`src/rtl/pipe_stage_pkg.sv`:
```
// pipe_stage_pkg: state encoding, occupancy codes and default counter width for pipe_stage_skid.
package pipe_stage_pkg;
    typedef enum logic [1:0] {
        ST_EMPTY = 2'd0,
        ST_FULL  = 2'd1,
        ST_SKID  = 2'd2
    } state_t;
    localparam logic [1:0] OCC_EMPTY = 2'd0;
    localparam logic [1:0] OCC_ONE   = 2'd1;
    localparam logic [1:0] OCC_TWO   = 2'd2;
    localparam int DEF_CNT_W = 16;
endpackage

```
`src/rtl/pipe_stage_sat_cnt.sv`:
```
// pipe_stage_sat_cnt: saturating up-counter with synchronous active-low clear.
module pipe_stage_sat_cnt
    import pipe_stage_pkg::*;
#(
    parameter int CNT_W = DEF_CNT_W
) (
    input  logic             clock,
    input  logic             clear_n,
    input  logic             inc,
    output logic [CNT_W-1:0] count
);
    always_ff @(posedge clock) begin
        if (!clear_n) count <= '0;
        else if (inc && !(&count)) count <= count + 1'b1;
    end
endmodule

```
`src/rtl/pipe_stage_skid.sv`:
```
// pipe_stage_skid: registered valid/ready pipeline stage with 2-entry skid buffer and flush.
// Defining PIPE_STAGE_PERF_EN adds the CNT_W parameter and a saturating stall_count output.
module pipe_stage_skid
    import pipe_stage_pkg::*;
#(
    parameter int DATA_W = 32,
    parameter logic [DATA_W-1:0] RESET_DATA = '0,
    parameter int CLEAR_ON_FLUSH = 1
`ifdef PIPE_STAGE_PERF_EN
    ,
    parameter int CNT_W = DEF_CNT_W
`endif
) (
    input  logic              clock,
    input  logic              reset_n,
    input  logic              flush,
    input  logic              in_valid,
    output logic              in_ready,
    input  logic [DATA_W-1:0] in_data,
    output logic              out_valid,
    input  logic              out_ready,
    output logic [DATA_W-1:0] out_data,
`ifdef PIPE_STAGE_PERF_EN
    output logic [CNT_W-1:0]  stall_count,
`endif
    output logic [1:0]        occupancy
);
    state_t state, state_d;
    logic [DATA_W-1:0] skid, skid_d, data_d;
    logic acc, emit;
    assign acc  = in_valid & in_ready;
    assign emit = out_valid & out_ready;
    always_comb begin
        state_d = state;
        data_d = out_data;
        skid_d = skid;
        case (state)
            ST_EMPTY: if (acc) begin
                state_d = ST_FULL;
                data_d = in_data;
            end
            ST_FULL: if (acc && emit) data_d = in_data;
            else if (acc) begin
                state_d = ST_SKID;
                skid_d = in_data;
            end
            else if (emit) state_d = ST_EMPTY;
            ST_SKID: if (emit) begin
                state_d = ST_FULL;
                data_d = skid;
            end
            default: state_d = ST_EMPTY;
        endcase
        if (flush) begin
            state_d = ST_EMPTY;
            data_d = CLEAR_ON_FLUSH != 0 ? RESET_DATA : out_data;
        end
    end
    // Handshake outputs are registered copies of the next state so no ready path crosses the stage.
    always_ff @(posedge clock) begin
        if (!reset_n) begin
            state <= ST_EMPTY;
            out_valid <= 1'b0;
            in_ready <= 1'b1;
            occupancy <= OCC_EMPTY;
            out_data <= RESET_DATA;
            skid <= RESET_DATA;
        end else begin
            state <= state_d;
            out_valid <= state_d != ST_EMPTY;
            in_ready <= state_d != ST_SKID;
            occupancy <= state_d == ST_SKID ? OCC_TWO : state_d == ST_FULL ? OCC_ONE : OCC_EMPTY;
            out_data <= data_d;
            skid <= skid_d;
        end
    end
`ifdef PIPE_STAGE_PERF_EN
    pipe_stage_sat_cnt #(.CNT_W(CNT_W)) u_stall_cnt (
        .clock   (clock),
        .clear_n (reset_n),
        .inc     (out_valid & ~out_ready),
        .count   (stall_count)
    );
`endif
endmodule

```
`config.mk`:
```
export PLATFORM = sky130hd
export DESIGN_NAME = pipe_stage_skid
export DESIGN_NICKNAME = d
export VERILOG_FILES = /design/src/rtl/pipe_stage_pkg.sv /design/src/rtl/pipe_stage_sat_cnt.sv /design/src/rtl/pipe_stage_skid.sv
export SDC_FILE = /design/constraint.sdc
export NUM_CORES = 1
export LEC_CHECK = 0
export CAP_MARGIN = 10
export CORE_MARGIN = 2
export CORE_UTILIZATION = 45
export DETAILED_ROUTE_END_ITERATION = 7
export GPL_TIMING_DRIVEN = 0
export PLACE_DENSITY = 0.72
export SLEW_MARGIN = 30
export SYNTH_ARGS = -nofsm -noshare
export SYNTH_HDL_FRONTEND = slang
export SYNTH_SLANG_ARGS = --single-unit
```
`constraint.sdc`:
```
create_clock -name clock -period 1.39 [get_ports clock]
set_input_delay 0.278 -clock clock [delete_from_list [all_inputs] [get_ports clock]]
set_output_delay 0.278 -clock clock [all_outputs]
set_load 0.02 [all_outputs]
```
==> flow_results.xml, run 1 <==
<?xml version="1.0" encoding="UTF-8"?>
<metrics>
  <group name="global_routing">
    <metric name="gr-usage-met1" unit="%">28.00</metric>
    <metric name="met3_layer_usage_reported_by_global_route" unit="%">3.906</metric>
    <metric name="globalRoute.busiestLayer" unit="">met2</metric>
    <metric name="grt_max_degree" unit="">11</metric>
    <metric name="groute.layer.met2.usage" unit="%">33.03</metric>
    <metric name="grt_first_pass_wirelength" unit="um">14080</metric>
    <metric name="grt.overflow.total" unit="">0</metric>
    <metric name="grt.total_usage" unit="%">20.80</metric>
    <metric name="grt_antenna_before_repair" unit="">0</metric>
    <metric name="vias_in_the_first_global_route" unit="">2775</metric>
  </group>
  <group name="yosys">
    <metric name="synthesis.area_per_instance" unit="um2">10.95</metric>
    <metric name="synth_enable_flop_cells" unit="">0</metric>
    <metric name="synth_async_sr_flop_share" unit="%">0</metric>
    <metric name="syn-instance-count" unit="">321</metric>
    <metric name="synth.cell_area" unit="mm2">0.003516</metric>
    <metric name="synth.yosys.seq_area_share" unit="%">39.86</metric>
    <metric name="ys_types" unit="">28</metric>
    <metric name="main_synth_ff_type" unit="">sky130_fd_sc_hd__dfxtp_1</metric>
    <metric name="synth_seq_cells" unit="">70</metric>
    <metric name="synth-warning-count" unit="">0</metric>
    <metric name="synth_net_count" unit="">358</metric>
  </group>
  <group name="setup_path">
    <metric name="worst_path_cell_trace" unit="">nand2b_1 &gt; buf_6 &gt; buf_12 &gt; mux2i_1 &gt; a211oi_2</metric>
    <metric name="critical_path.slowest_cell" unit="">sky130_fd_sc_hd__dfxtp_4</metric>
    <metric name="worstPathRequired" unit="ns">1.62</metric>
    <metric name="critical_path_arrival" unit="ns">1.59</metric>
    <metric name="worstRegToRegCells" unit="">5</metric>
    <metric name="worstPathMaxFanout" unit="">10</metric>
    <metric name="crit_type" unit="">reg2reg</metric>
    <metric name="setup.worst_path.end_class" unit="">flop</metric>
    <metric name="worst_path_largest_cell_delay" unit="ns">0.37</metric>
    <metric name="cp-start-kind" unit="">flop</metric>
  </group>
  <group name="cells_and_area">
    <metric name="nets_final" unit="">445</metric>
    <metric name="diodes" unit="">0</metric>
    <metric name="multiInputGateArea" unit="mm2">0.001902</metric>
    <metric name="final.fill_count" unit="">649</metric>
    <metric name="post_layout_util" unit="%">61.06</metric>
    <metric name="syn2layout_area_growth" unit="%">32.81</metric>
    <metric name="finish.cell_count_without_fillers" unit="">514</metric>
    <metric name="layout.area.seq" unit="mm2">0.001409</metric>
    <metric name="layout-drive-gt1-share" unit="%">31.31</metric>
  </group>
  <group name="pwr">
    <metric name="report.power.total" unit="W">0.004484</metric>
    <metric name="worst_ir_drop_vdd" unit="mV">0.5816</metric>
    <metric name="cellPowerDensity" unit="mW/mm2">960.3</metric>
    <metric name="power.static_leakage" unit="nW">1.900</metric>
  </group>
  <group name="route">
    <metric name="drt_iter0_markers" unit="">124</metric>
    <metric name="wire_per_inst" unit="um">17.23</metric>
    <metric name="viasPerCell" unit="">5.625</metric>
    <metric name="remaining_drc_errors" unit="">0</metric>
    <metric name="vias" unit="">2891</metric>
    <metric name="ant_nets" unit="">0</metric>
    <metric name="drt_pass1_iterations" unit="">4</metric>
    <metric name="wirelength" unit="um">8854</metric>
  </group>
  <group name="place">
    <metric name="gpl.final_weighted_congestion" unit="">0.7593</metric>
    <metric name="numPlacedInstances" unit="">495</metric>
    <metric name="detailedPlacementHpwl" unit="um">5950</metric>
    <metric name="port_buffers" unit="">72</metric>
  </group>
  <group name="clock_tree">
    <metric name="cts-buffers-inserted" unit="">9</metric>
    <metric name="htree_levels" unit="">3</metric>
    <metric name="path_clk_slew" unit="ns">0.07</metric>
    <metric name="clock-root-buffer" unit="">sky130_fd_sc_hd__clkbuf_8</metric>
    <metric name="clk-insertion-delay-late" unit="ns">0.35</metric>
    <metric name="number_of_buffers_on_the_longest_clock_path" unit="">2</metric>
    <metric name="numClockSinks" unit="">70</metric>
    <metric name="cts_tree" unit="">yes</metric>
  </group>
  <group name="timing">
    <metric name="setup_viol" unit="">0</metric>
    <metric name="report.final.hold_viol_count" unit="">0</metric>
    <metric name="tightestPinTransition" unit="ns">0.3704</metric>
    <metric name="timing.fmax" unit="MHz">734.2</metric>
    <metric name="clock-skew-final" unit="ns">0.005412</metric>
    <metric name="post-route-min-period" unit="ns">1.362</metric>
    <metric name="max_transition_viols_final" unit="">0</metric>
    <metric name="rsz0062_at_grt" unit="">yes</metric>
    <metric name="min_period_over_period" unit="%">97.98</metric>
    <metric name="timing.max_slew.rel_slack" unit="%">75.31</metric>
  </group>
  <group name="floorplanning">
    <metric name="ios" unit="">73</metric>
    <metric name="chipHeight" unit="um">92.39</metric>
    <metric name="die_w" unit="um">92.39</metric>
    <metric name="die_area" unit="mm2">0.008536</metric>
    <metric name="start_util" unit="%">45.98</metric>
    <metric name="coreArea" unit="mm2">0.007647</metric>
    <metric name="rows" unit="">32</metric>
  </group>
  <group name="run_status">
    <metric name="status" unit="">finished, final reports clean</metric>
  </group>
  <group name="job">
    <metric name="maxCapViolCount" unit="">0</metric>
  </group>
  <group name="min_path">
    <metric name="timing.hold.worst.class" unit="">in2reg</metric>
    <metric name="hold-path-cell-count" unit="">2</metric>
  </group>
</metrics>
## Yosys cell counts, drive strengths merged (2+ instances only)
cell     n  share of area [%]
a211oi  64                 22
a21boi  34                7.6
buf     27                6.8
clkbuf  11                1.2
dfxtp   70                 40
mux2i   32                9.1
nand2    2               0.21
nand2b   2               0.36
nand3   32                4.6
nor3b    3               0.64
nor4bb   2               0.57
o21ai   33                4.7
## registers in the layout (all words and copies together), names as in the netlist
register / cells
out_data: 32
skid: 32
occupancy: 2
state: 2
in_ready: 1
out_valid: 1
## cell usage in the layout, fill, tap and decap left out, drive strengths merged
master         count
a21o               1
nand2              2
nand3b             1
nand3             32
mux2i             32
o21ai             33
clkdlybuf4s50     33
dlymetal6s2s       2
nand4              1
clkbuf            27
a211oi            64
dfxtp             70
and4b              1
nor4bb             2
o22ai              1
clkinv             1
and3b              1
buf               29
nor3b              3
a21bo              1
or3b               1
clkdlybuf4s15      2
dlygate4sd2       35
a21boi            34
a21oi              1
nand2b             2
## area by class of cell
cell class                 count  area share, %
multi-input combinational    213          40.73
sequential                    70          30.17
timing repair buffer          76          15.25
buffer                        38          7.529
clock buffer                  14          3.483
tap                          102          2.733
clock inverter                 1         0.1072
## worst max-delay path: cells and delay by family (launching register included)
kind	cells	cell delay, ns
flip-flops	1	0.37
multiplexers	1	0.28
buffers and inverters	2	0.35
AO/OA/AOI/OAI	1	0.11
AND/OR/NAND/NOR	1	0.13
## what timing repair did
action	4_1_cts	5_1_grt
resized for setup	55	50
pin swaps	1	0
endpoints found under the hold margin	0	0
hold buffers	0	0
setup buffers	1	3
setup endpoints to repair	97	62
## final timing paths
kind / startpoint / endpoint / slack, ns
setup / recovery: state[0] / out_data[22] / 0.03
hold / removal: reset_n / skid[31] / 0.34
setup reg to reg: state[0] / out_data[22] / 0.03
hold reg to reg: skid[15] / skid[15] / 0.48
## metrics by stage
step / hold WS [ns] / TNS [ns] / area [um2] / setup WS (ns)
floorplan: 0.4246 / 0 / 3516 / 0.01398
global placement: 0.4576 / -31.81 / 4364 / -0.6211
detailed placement: 0.4654 / -32.13 / 4364 / -0.6380
CTS: 0.4756 / 0 / 4542 / 0.005598
global route: 0.3350 / -0.3349 / 4669 / -0.04182
finish: 0.3445 / 0 / 4669 / 0.02802
## metal layers
layer,vias up,wire (um)
met3,10,405
met4,0,143
li1,1389,-
met1,1401,4110
met5,-,0
met2,91,4195
## power breakdown
part / leakage (nW) / switching (W) / total (W) / internal (W)
clock network: 0.0865 / 0.000749 / 0.00149 / 0.000736
registers: 0.571 / 0.0000512 / 0.00213 / 0.00208
logic: 1.24 / 0.000450 / 0.000868 / 0.000417
total: 1.90 / 0.00125 / 0.00448 / 0.00323
## cell families after synthesis
kind of cell	Yosys count	share of synthesized area, %
muxes	32	9.110
DFF	70	39.86
buffers and inverters	38	8.043
and+or+nand+nor	46	7.509
AOI/OAI and AO/OA	135	35.48
No activity file was read; power rests on OpenSTA's default activity.
==> run 2, diff against run 1 <==
--- a/config.mk
+++ b/config.mk
@@ -9,7 +9,6 @@
 export CORE_MARGIN = 2
 export CORE_UTILIZATION = 45
 export DETAILED_ROUTE_END_ITERATION = 7
-export GPL_TIMING_DRIVEN = 0
 export PLACE_DENSITY = 0.72
 export SLEW_MARGIN = 30
 export SYNTH_ARGS = -nofsm -noshare
==> run 2 against run 1 <==
Sequential share of layout area decreased by 0.27 points; hold slack improved by 0.063 ns; highest routed layer unchanged; power grew 4.3%; cell area rose by 0.80%; via count decreased by 0.93%.
==> flow_results.xml, run 2 (same netlist as run 1, synthesis figures left out) <==
<?xml version="1.0" encoding="UTF-8"?>
<metrics>
  <group name="cells_and_area">
    <metric name="final.fill_count" unit="">619</metric>
    <metric name="largestRegisters" unit="">out_data (32), skid (32)</metric>
    <metric name="mostFrequentLayoutCells" unit="">sky130_fd_sc_hd__dfxtp_1 (67), sky130_fd_sc_hd__a211oi_2 (60), sky130_fd_sc_hd__clkdlybuf4s50_1 (34)</metric>
    <metric name="diodes" unit="">0</metric>
    <metric name="mostFrequentLayoutCell" unit="">sky130_fd_sc_hd__dfxtp_1</metric>
    <metric name="layout-drive-gt1-share" unit="%">29.88</metric>
    <metric name="syn2layout_area_growth" unit="%">33.88</metric>
    <metric name="nets_final" unit="">437</metric>
  </group>
  <group name="pwr">
    <metric name="cellPowerDensity" unit="mW/mm2">993.8</metric>
    <metric name="worst_ir_drop_vdd" unit="mV">0.5563</metric>
    <metric name="clockPowerShare" unit="%">36.0</metric>
    <metric name="power.static_leakage" unit="nW">1.966</metric>
    <metric name="internal-power" unit="W">0.003382</metric>
    <metric name="sw_frac_of_total" unit="%">27.70</metric>
    <metric name="seqPwrFrac" unit="%">45.5</metric>
    <metric name="netSwitchingPower" unit="W">0.001296</metric>
    <metric name="power_frac_comb" unit="%">18.5</metric>
  </group>
  <group name="timing">
    <metric name="tightestPinTransition" unit="ns">0.3229</metric>
    <metric name="min_period_over_period" unit="%">97.70</metric>
    <metric name="timing.fmax" unit="MHz">736.3</metric>
    <metric name="post-route-min-period" unit="ns">1.358</metric>
    <metric name="max_transition_viols_final" unit="">0</metric>
    <metric name="setup_viol" unit="">0</metric>
    <metric name="post-route-worst-setup-slack" unit="ns">0.03194</metric>
    <metric name="final_layout_worst_hold_slack" unit="ns">0.4073</metric>
    <metric name="rsz0062_at_grt" unit="">yes</metric>
    <metric name="timing.max_slew.rel_slack" unit="%">78.47</metric>
    <metric name="fin_tns_setup" unit="ns">0</metric>
    <metric name="report.final.hold_viol_count" unit="">0</metric>
    <metric name="clock-skew-final" unit="ns">0.01315</metric>
  </group>
  <group name="setup_path">
    <metric name="path_buf_inv" unit="">0</metric>
    <metric name="crit_type" unit="">reg2reg</metric>
    <metric name="top_family_by_delay_on_critical_path" unit="">simple AND/OR/NAND/NOR gates</metric>
    <metric name="critical_path_arrival" unit="ns">1.59</metric>
    <metric name="worstPathMaxFanout" unit="">7</metric>
    <metric name="setup.worst_path.end_class" unit="">flop</metric>
    <metric name="worst_path_cell_trace" unit="">and3b_4 &gt; a21boi_1 &gt; or3b_1</metric>
    <metric name="critical_path.slowest_cell" unit="">sky130_fd_sc_hd__and3b_4</metric>
    <metric name="cp-start-kind" unit="">flop</metric>
    <metric name="worst_path_largest_cell_delay" unit="ns">0.41</metric>
    <metric name="worstPathRequired" unit="ns">1.62</metric>
  </group>
  <group name="clock_tree">
    <metric name="numClockSinks" unit="">70</metric>
    <metric name="clk-insertion-delay-late" unit="ns">0.35</metric>
    <metric name="cts-buffers-inserted" unit="">9</metric>
    <metric name="number_of_buffers_on_the_longest_clock_path" unit="">2</metric>
    <metric name="htree_levels" unit="">3</metric>
    <metric name="cts_tree" unit="">yes</metric>
    <metric name="post-cts-setup-buffers" unit="">0</metric>
    <metric name="clock-root-buffer" unit="">sky130_fd_sc_hd__clkbuf_8</metric>
    <metric name="hold_buffers" unit="">0</metric>
    <metric name="path_clk_slew" unit="ns">0.07</metric>
  </group>
  <group name="route">
    <metric name="drt_pass1_iterations" unit="">4</metric>
    <metric name="drt_iter0_markers" unit="">195</metric>
    <metric name="ant_nets" unit="">0</metric>
    <metric name="wire_per_inst" unit="um">17.44</metric>
    <metric name="viasPerCell" unit="">5.649</metric>
    <metric name="vias" unit="">2864</metric>
    <metric name="wirelength" unit="um">8840</metric>
    <metric name="remaining_drc_errors" unit="">0</metric>
  </group>
  <group name="floorplanning">
    <metric name="die_w" unit="um">92.39</metric>
    <metric name="ios" unit="">73</metric>
    <metric name="die_area" unit="mm2">0.008536</metric>
    <metric name="start_util" unit="%">45.98</metric>
    <metric name="chipHeight" unit="um">92.39</metric>
    <metric name="rows" unit="">32</metric>
    <metric name="coreArea" unit="mm2">0.007647</metric>
  </group>
  <group name="run_status">
    <metric name="status" unit="">finished, final reports clean</metric>
  </group>
  <group name="global_routing">
    <metric name="vias_in_the_first_global_route" unit="">2859</metric>
    <metric name="grt_first_pass_wirelength" unit="um">14210</metric>
    <metric name="gr-usage-met1" unit="%">27.98</metric>
    <metric name="grt.total_usage" unit="%">20.87</metric>
    <metric name="grt_max_degree" unit="">33</metric>
    <metric name="groute.layer.met2.usage" unit="%">33.88</metric>
    <metric name="grt_antenna_before_repair" unit="">0</metric>
    <metric name="grt.overflow.total" unit="">0</metric>
    <metric name="globalRoute.busiestLayer" unit="">met2</metric>
    <metric name="met3_layer_usage_reported_by_global_route" unit="%">3.336</metric>
  </group>
  <group name="job">
    <metric name="maxCapViolCount" unit="">0</metric>
  </group>
  <group name="place">
    <metric name="gpl.final_weighted_congestion" unit="">0.7763</metric>
    <metric name="place_ws" unit="ns">-0.3804</metric>
    <metric name="port_buffers" unit="">72</metric>
    <metric name="detailedPlacementHpwl" unit="um">5718</metric>
  </group>
  <group name="min_path">
    <metric name="timing.hold.worst.class" unit="">in2reg</metric>
  </group>
</metrics>
-- run 2: metrics by stage --
stage          power (W)  std cells  area, um2  utilization (%)
6_report        0.004678        507       4707            61.55
5_1_grt         0.004860        507       4707            61.55
4_1_cts         0.004686        506       4658            60.91
3_5_place_dp    0.003056        490       4494            58.77
3_3_place_gp    0.003043        490       4494            58.77
2_1_floorplan   0.002686        321       3516                -
-- run 2: power groups by stage --
stage,clock network [W],logic [W],registers (W)
2_1_floorplan,0,0.000458,0.00223
3_3_place_gp,0,0.000869,0.00217
3_5_place_dp,0,0.000879,0.00218
4_1_cts,0.00171,0.000850,0.00213
5_1_grt,0.00180,0.000927,0.00214
6_report,0.00168,0.000867,0.00213
-- run 2: repair_timing --
action / in CTS / in global routing
pin swaps: 0 / 4
resized for setup: 41 / 14
cloned: 0 / 1
setup endpoints to repair: 42 / 65
-- run 2: final cells by class --
cell class	count	area [um2]	area share, %
well taps	102	127.6	2.711
clock buffers	11	141.4	3.004
clock inverters	5	58.81	1.249
repair buffers	106	1111	23.60
multi-input cells	213	1861	39.53
flip-flops and latches	70	1408	29.90
-- run 2: worst paths after layout --
path,start,end,slack [ns],cells past startpoint
max,state[1],in_ready,0.03,3
min reg2reg,skid[11],skid[11],0.47,2
max reg2reg,state[1],in_ready,0.03,3
min,in_valid,state[0],0.41,3
-- run 2: per-layer routing --
metal,vias to the layer above,share of wire [%],wire [um]
met3,10,3.4,304
met2,61,49,4291
li1,1380,-,-
met1,1413,47,4133
met4,0,1.3,111
met5,-,0,0
-- run 2: worst min-delay path, cell delays in order --
cell	delay (ns)
sky130_fd_sc_hd__dlymetal6s2s_1	0.15
sky130_fd_sc_hd__nand4_1	0.12
sky130_fd_sc_hd__nor4bb_1	0.16
==> run 3, diff against run 2 <==
--- a/config.mk
+++ b/config.mk
@@ -9,8 +9,9 @@
 export CORE_MARGIN = 2
 export CORE_UTILIZATION = 45
 export DETAILED_ROUTE_END_ITERATION = 7
+export MAX_ROUTING_LAYER = met4
 export PLACE_DENSITY = 0.72
-export SLEW_MARGIN = 30
+export SLEW_MARGIN = 15
 export SYNTH_ARGS = -nofsm -noshare
 export SYNTH_HDL_FRONTEND = slang
 export SYNTH_SLANG_ARGS = --single-unit
==> run 3 against run 2 <==
Flip-flop and latch count did not move; clock skew decreased by 0.0014 ns; wire length up 0.46%; critical path type unchanged; highest routed layer unchanged; clock power is essentially flat.
==> flow_results.xml, run 3 (same netlist as run 1, synthesis figures left out) <==
<?xml version="1.0" encoding="UTF-8"?>
<metrics>
  <group name="global_routing">
    <metric name="vias_in_the_first_global_route" unit="">2847</metric>
    <metric name="grt_first_pass_wirelength" unit="um">14200</metric>
    <metric name="grt.total_usage" unit="%">21.47</metric>
    <metric name="grt.overflow.total" unit="">0</metric>
    <metric name="grt_antenna_before_repair" unit="">0</metric>
    <metric name="grt_max_degree" unit="">33</metric>
  </group>
  <group name="cells_and_area">
    <metric name="diodes" unit="">0</metric>
    <metric name="layout-drive-gt1-share" unit="%">29.88</metric>
    <metric name="largestRegisters" unit="">out_data (32), skid (32)</metric>
    <metric name="syn2layout_area_growth" unit="%">33.88</metric>
    <metric name="mostFrequentLayoutCells" unit="">sky130_fd_sc_hd__dfxtp_1 (67), sky130_fd_sc_hd__a211oi_2 (60), sky130_fd_sc_hd__clkdlybuf4s50_1 (34)</metric>
    <metric name="finish.cell_count_without_fillers" unit="">507</metric>
    <metric name="nets_final" unit="">437</metric>
    <metric name="final.fill_count" unit="">619</metric>
    <metric name="mostFrequentLayoutCell" unit="">sky130_fd_sc_hd__dfxtp_1</metric>
    <metric name="finish.instance_area" unit="mm2">0.004707</metric>
  </group>
  <group name="setup_path">
    <metric name="path_buf_inv" unit="">0</metric>
    <metric name="setup.worst_path.end_class" unit="">flop</metric>
    <metric name="worst_path_largest_cell_delay" unit="ns">0.41</metric>
    <metric name="ff_to_ff_start" unit="">state[1]</metric>
    <metric name="critical_path_arrival" unit="ns">1.59</metric>
    <metric name="top_family_by_delay_on_critical_path" unit="">simple AND/OR/NAND/NOR gates</metric>
    <metric name="critical_path.slowest_cell" unit="">sky130_fd_sc_hd__and3b_4</metric>
    <metric name="worstPathRequired" unit="ns">1.61</metric>
    <metric name="worstRegToRegCells" unit="">3</metric>
    <metric name="regToRegSetupSlack" unit="ns">0.03</metric>
    <metric name="reg2reg_to" unit="">in_ready</metric>
    <metric name="crit_type" unit="">reg2reg</metric>
    <metric name="worst_path_cell_trace" unit="">and3b_4 &gt; a21boi_1 &gt; or3b_1</metric>
    <metric name="worstPathMaxFanout" unit="">7</metric>
    <metric name="cp-start-kind" unit="">flop</metric>
  </group>
  <group name="place">
    <metric name="place_ws" unit="ns">-0.3804</metric>
    <metric name="detailedPlacementHpwl" unit="um">5718</metric>
    <metric name="numPlacedInstances" unit="">490</metric>
    <metric name="postPlaceCellArea" unit="mm2">0.004494</metric>
    <metric name="port_buffers" unit="">72</metric>
    <metric name="gpl.final_weighted_congestion" unit="">0.7869</metric>
  </group>
  <group name="floorplanning">
    <metric name="rows" unit="">32</metric>
    <metric name="chipHeight" unit="um">92.39</metric>
    <metric name="ios" unit="">73</metric>
    <metric name="start_util" unit="%">45.98</metric>
    <metric name="die_w" unit="um">92.39</metric>
    <metric name="die_area" unit="mm2">0.008536</metric>
    <metric name="coreArea" unit="mm2">0.007647</metric>
  </group>
  <group name="route">
    <metric name="remaining_drc_errors" unit="">0</metric>
    <metric name="vias" unit="">2905</metric>
    <metric name="drt_iter0_markers" unit="">222</metric>
    <metric name="drt_pass1_iterations" unit="">4</metric>
    <metric name="wire_per_inst" unit="um">17.52</metric>
    <metric name="wirelength" unit="um">8881</metric>
    <metric name="ant_nets" unit="">0</metric>
    <metric name="viasPerCell" unit="">5.730</metric>
  </group>
  <group name="clock_tree">
    <metric name="cts-buffers-inserted" unit="">9</metric>
    <metric name="number_of_buffers_on_the_longest_clock_path" unit="">2</metric>
    <metric name="cts_tree" unit="">yes</metric>
    <metric name="clk-insertion-delay-late" unit="ns">0.35</metric>
    <metric name="clock-root-buffer" unit="">sky130_fd_sc_hd__clkbuf_8</metric>
    <metric name="hold_buffers" unit="">0</metric>
    <metric name="htree_levels" unit="">3</metric>
    <metric name="numClockSinks" unit="">70</metric>
    <metric name="path_clk_slew" unit="ns">0.07</metric>
  </group>
  <group name="timing">
    <metric name="timing.fmax" unit="MHz">734.4</metric>
    <metric name="final_layout_worst_hold_slack" unit="ns">0.4252</metric>
    <metric name="min_period_over_period" unit="%">97.96</metric>
    <metric name="rsz0062_at_grt" unit="">yes</metric>
    <metric name="post-route-min-period" unit="ns">1.362</metric>
    <metric name="tightestPinTransition" unit="ns">0.3208</metric>
    <metric name="timing.max_slew.rel_slack" unit="%">78.61</metric>
    <metric name="setup_viol" unit="">0</metric>
    <metric name="post-route-worst-setup-slack" unit="ns">0.02835</metric>
    <metric name="max_transition_viols_final" unit="">0</metric>
    <metric name="clock-skew-final" unit="ns">0.01179</metric>
    <metric name="report.final.hold_viol_count" unit="">0</metric>
  </group>
  <group name="pwr">
    <metric name="worst_ir_drop_vdd" unit="mV">0.5548</metric>
    <metric name="power.static_leakage" unit="nW">1.965</metric>
    <metric name="cellPowerDensity" unit="mW/mm2">992.1</metric>
  </group>
  <group name="min_path">
    <metric name="timing.hold.worst.start" unit="">in_valid</metric>
    <metric name="timing.hold.worst.class" unit="">in2reg</metric>
    <metric name="hold-path-cell-count" unit="">3</metric>
    <metric name="worst_hold_path.endpoint" unit="">state[0]</metric>
  </group>
  <group name="job">
    <metric name="maxCapViolCount" unit="">0</metric>
  </group>
  <group name="run_status">
    <metric name="status" unit="">finished, final reports clean</metric>
  </group>
</metrics>
## run 3: cell counts in the layout (fill, tap and decap cells not counted)
No cell type changed its count.
## run 3: area by class of cell
class / instances / area [um2] / share of cell area (%)
multi-input combinational: 213 / 1861 / 39.53
sequential: 70 / 1408 / 29.90
timing repair buffer: 106 / 1111 / 23.60
clock buffer: 11 / 141.4 / 3.004
tap: 102 / 127.6 / 2.711
clock inverter: 5 / 58.81 / 1.249
## run 3: through the flow
step / setup TNS [ns] / total power [W] / util [%]
after detailed placement: -21.61 / 0.003056 / 58.77
after CTS: -0.009980 / 0.004686 / 60.91
after floorplan: 0 / 0.002686 / -
final: 0 / 0.004670 / 61.55
after global routing: -0.09176 / 0.004861 / 61.55
after global placement: -19.74 / 0.003043 / 58.77
## run 3: power by group
part	internal, W	total [W]	switching [W]
clock	0.000879	0.00167	0.000795
combinational	0.000426	0.000867	0.000442
sequential	0.00208	0.00213	0.0000505
## run 3: worst max-delay path by stage
stage | start | endpoint | slack [ns] | depth (start not counted)
after floorplan | out_valid | out_data[0] | 0.01 | 4
after global placement | out_ready | out_data[26] | -0.33 | 5
after detailed placement | in_valid | in_ready | -0.38 | 4
after CTS | out_ready | out_data[28] | -0.01 | 5
after global routing | state[1] | out_data[13] | -0.02 | 4
final | state[1] | in_ready | 0.03 | 3
## run 3: timing repair
item / CTS / global route
setup buffers: 0 / 0
gates resized for setup: 41 / 12
endpoints found under the setup margin: 42 / 65
pin swaps: 0 / 2
endpoints found under the hold margin: 0 / 0
cloned: 0 / 1
## run 3: tightest hold or removal path, stage by stage
cell	delay, ns
sky130_fd_sc_hd__dlymetal6s2s_1	0.16
sky130_fd_sc_hd__nand4_1	0.13
sky130_fd_sc_hd__nor4bb_1	0.16
## run 3: metal layers
layer	wire [um]	track usage [%]
met1	4032	28.18
met2	4309	33.76
met3	470	3.499
met4	68	7.338
met5	0	-
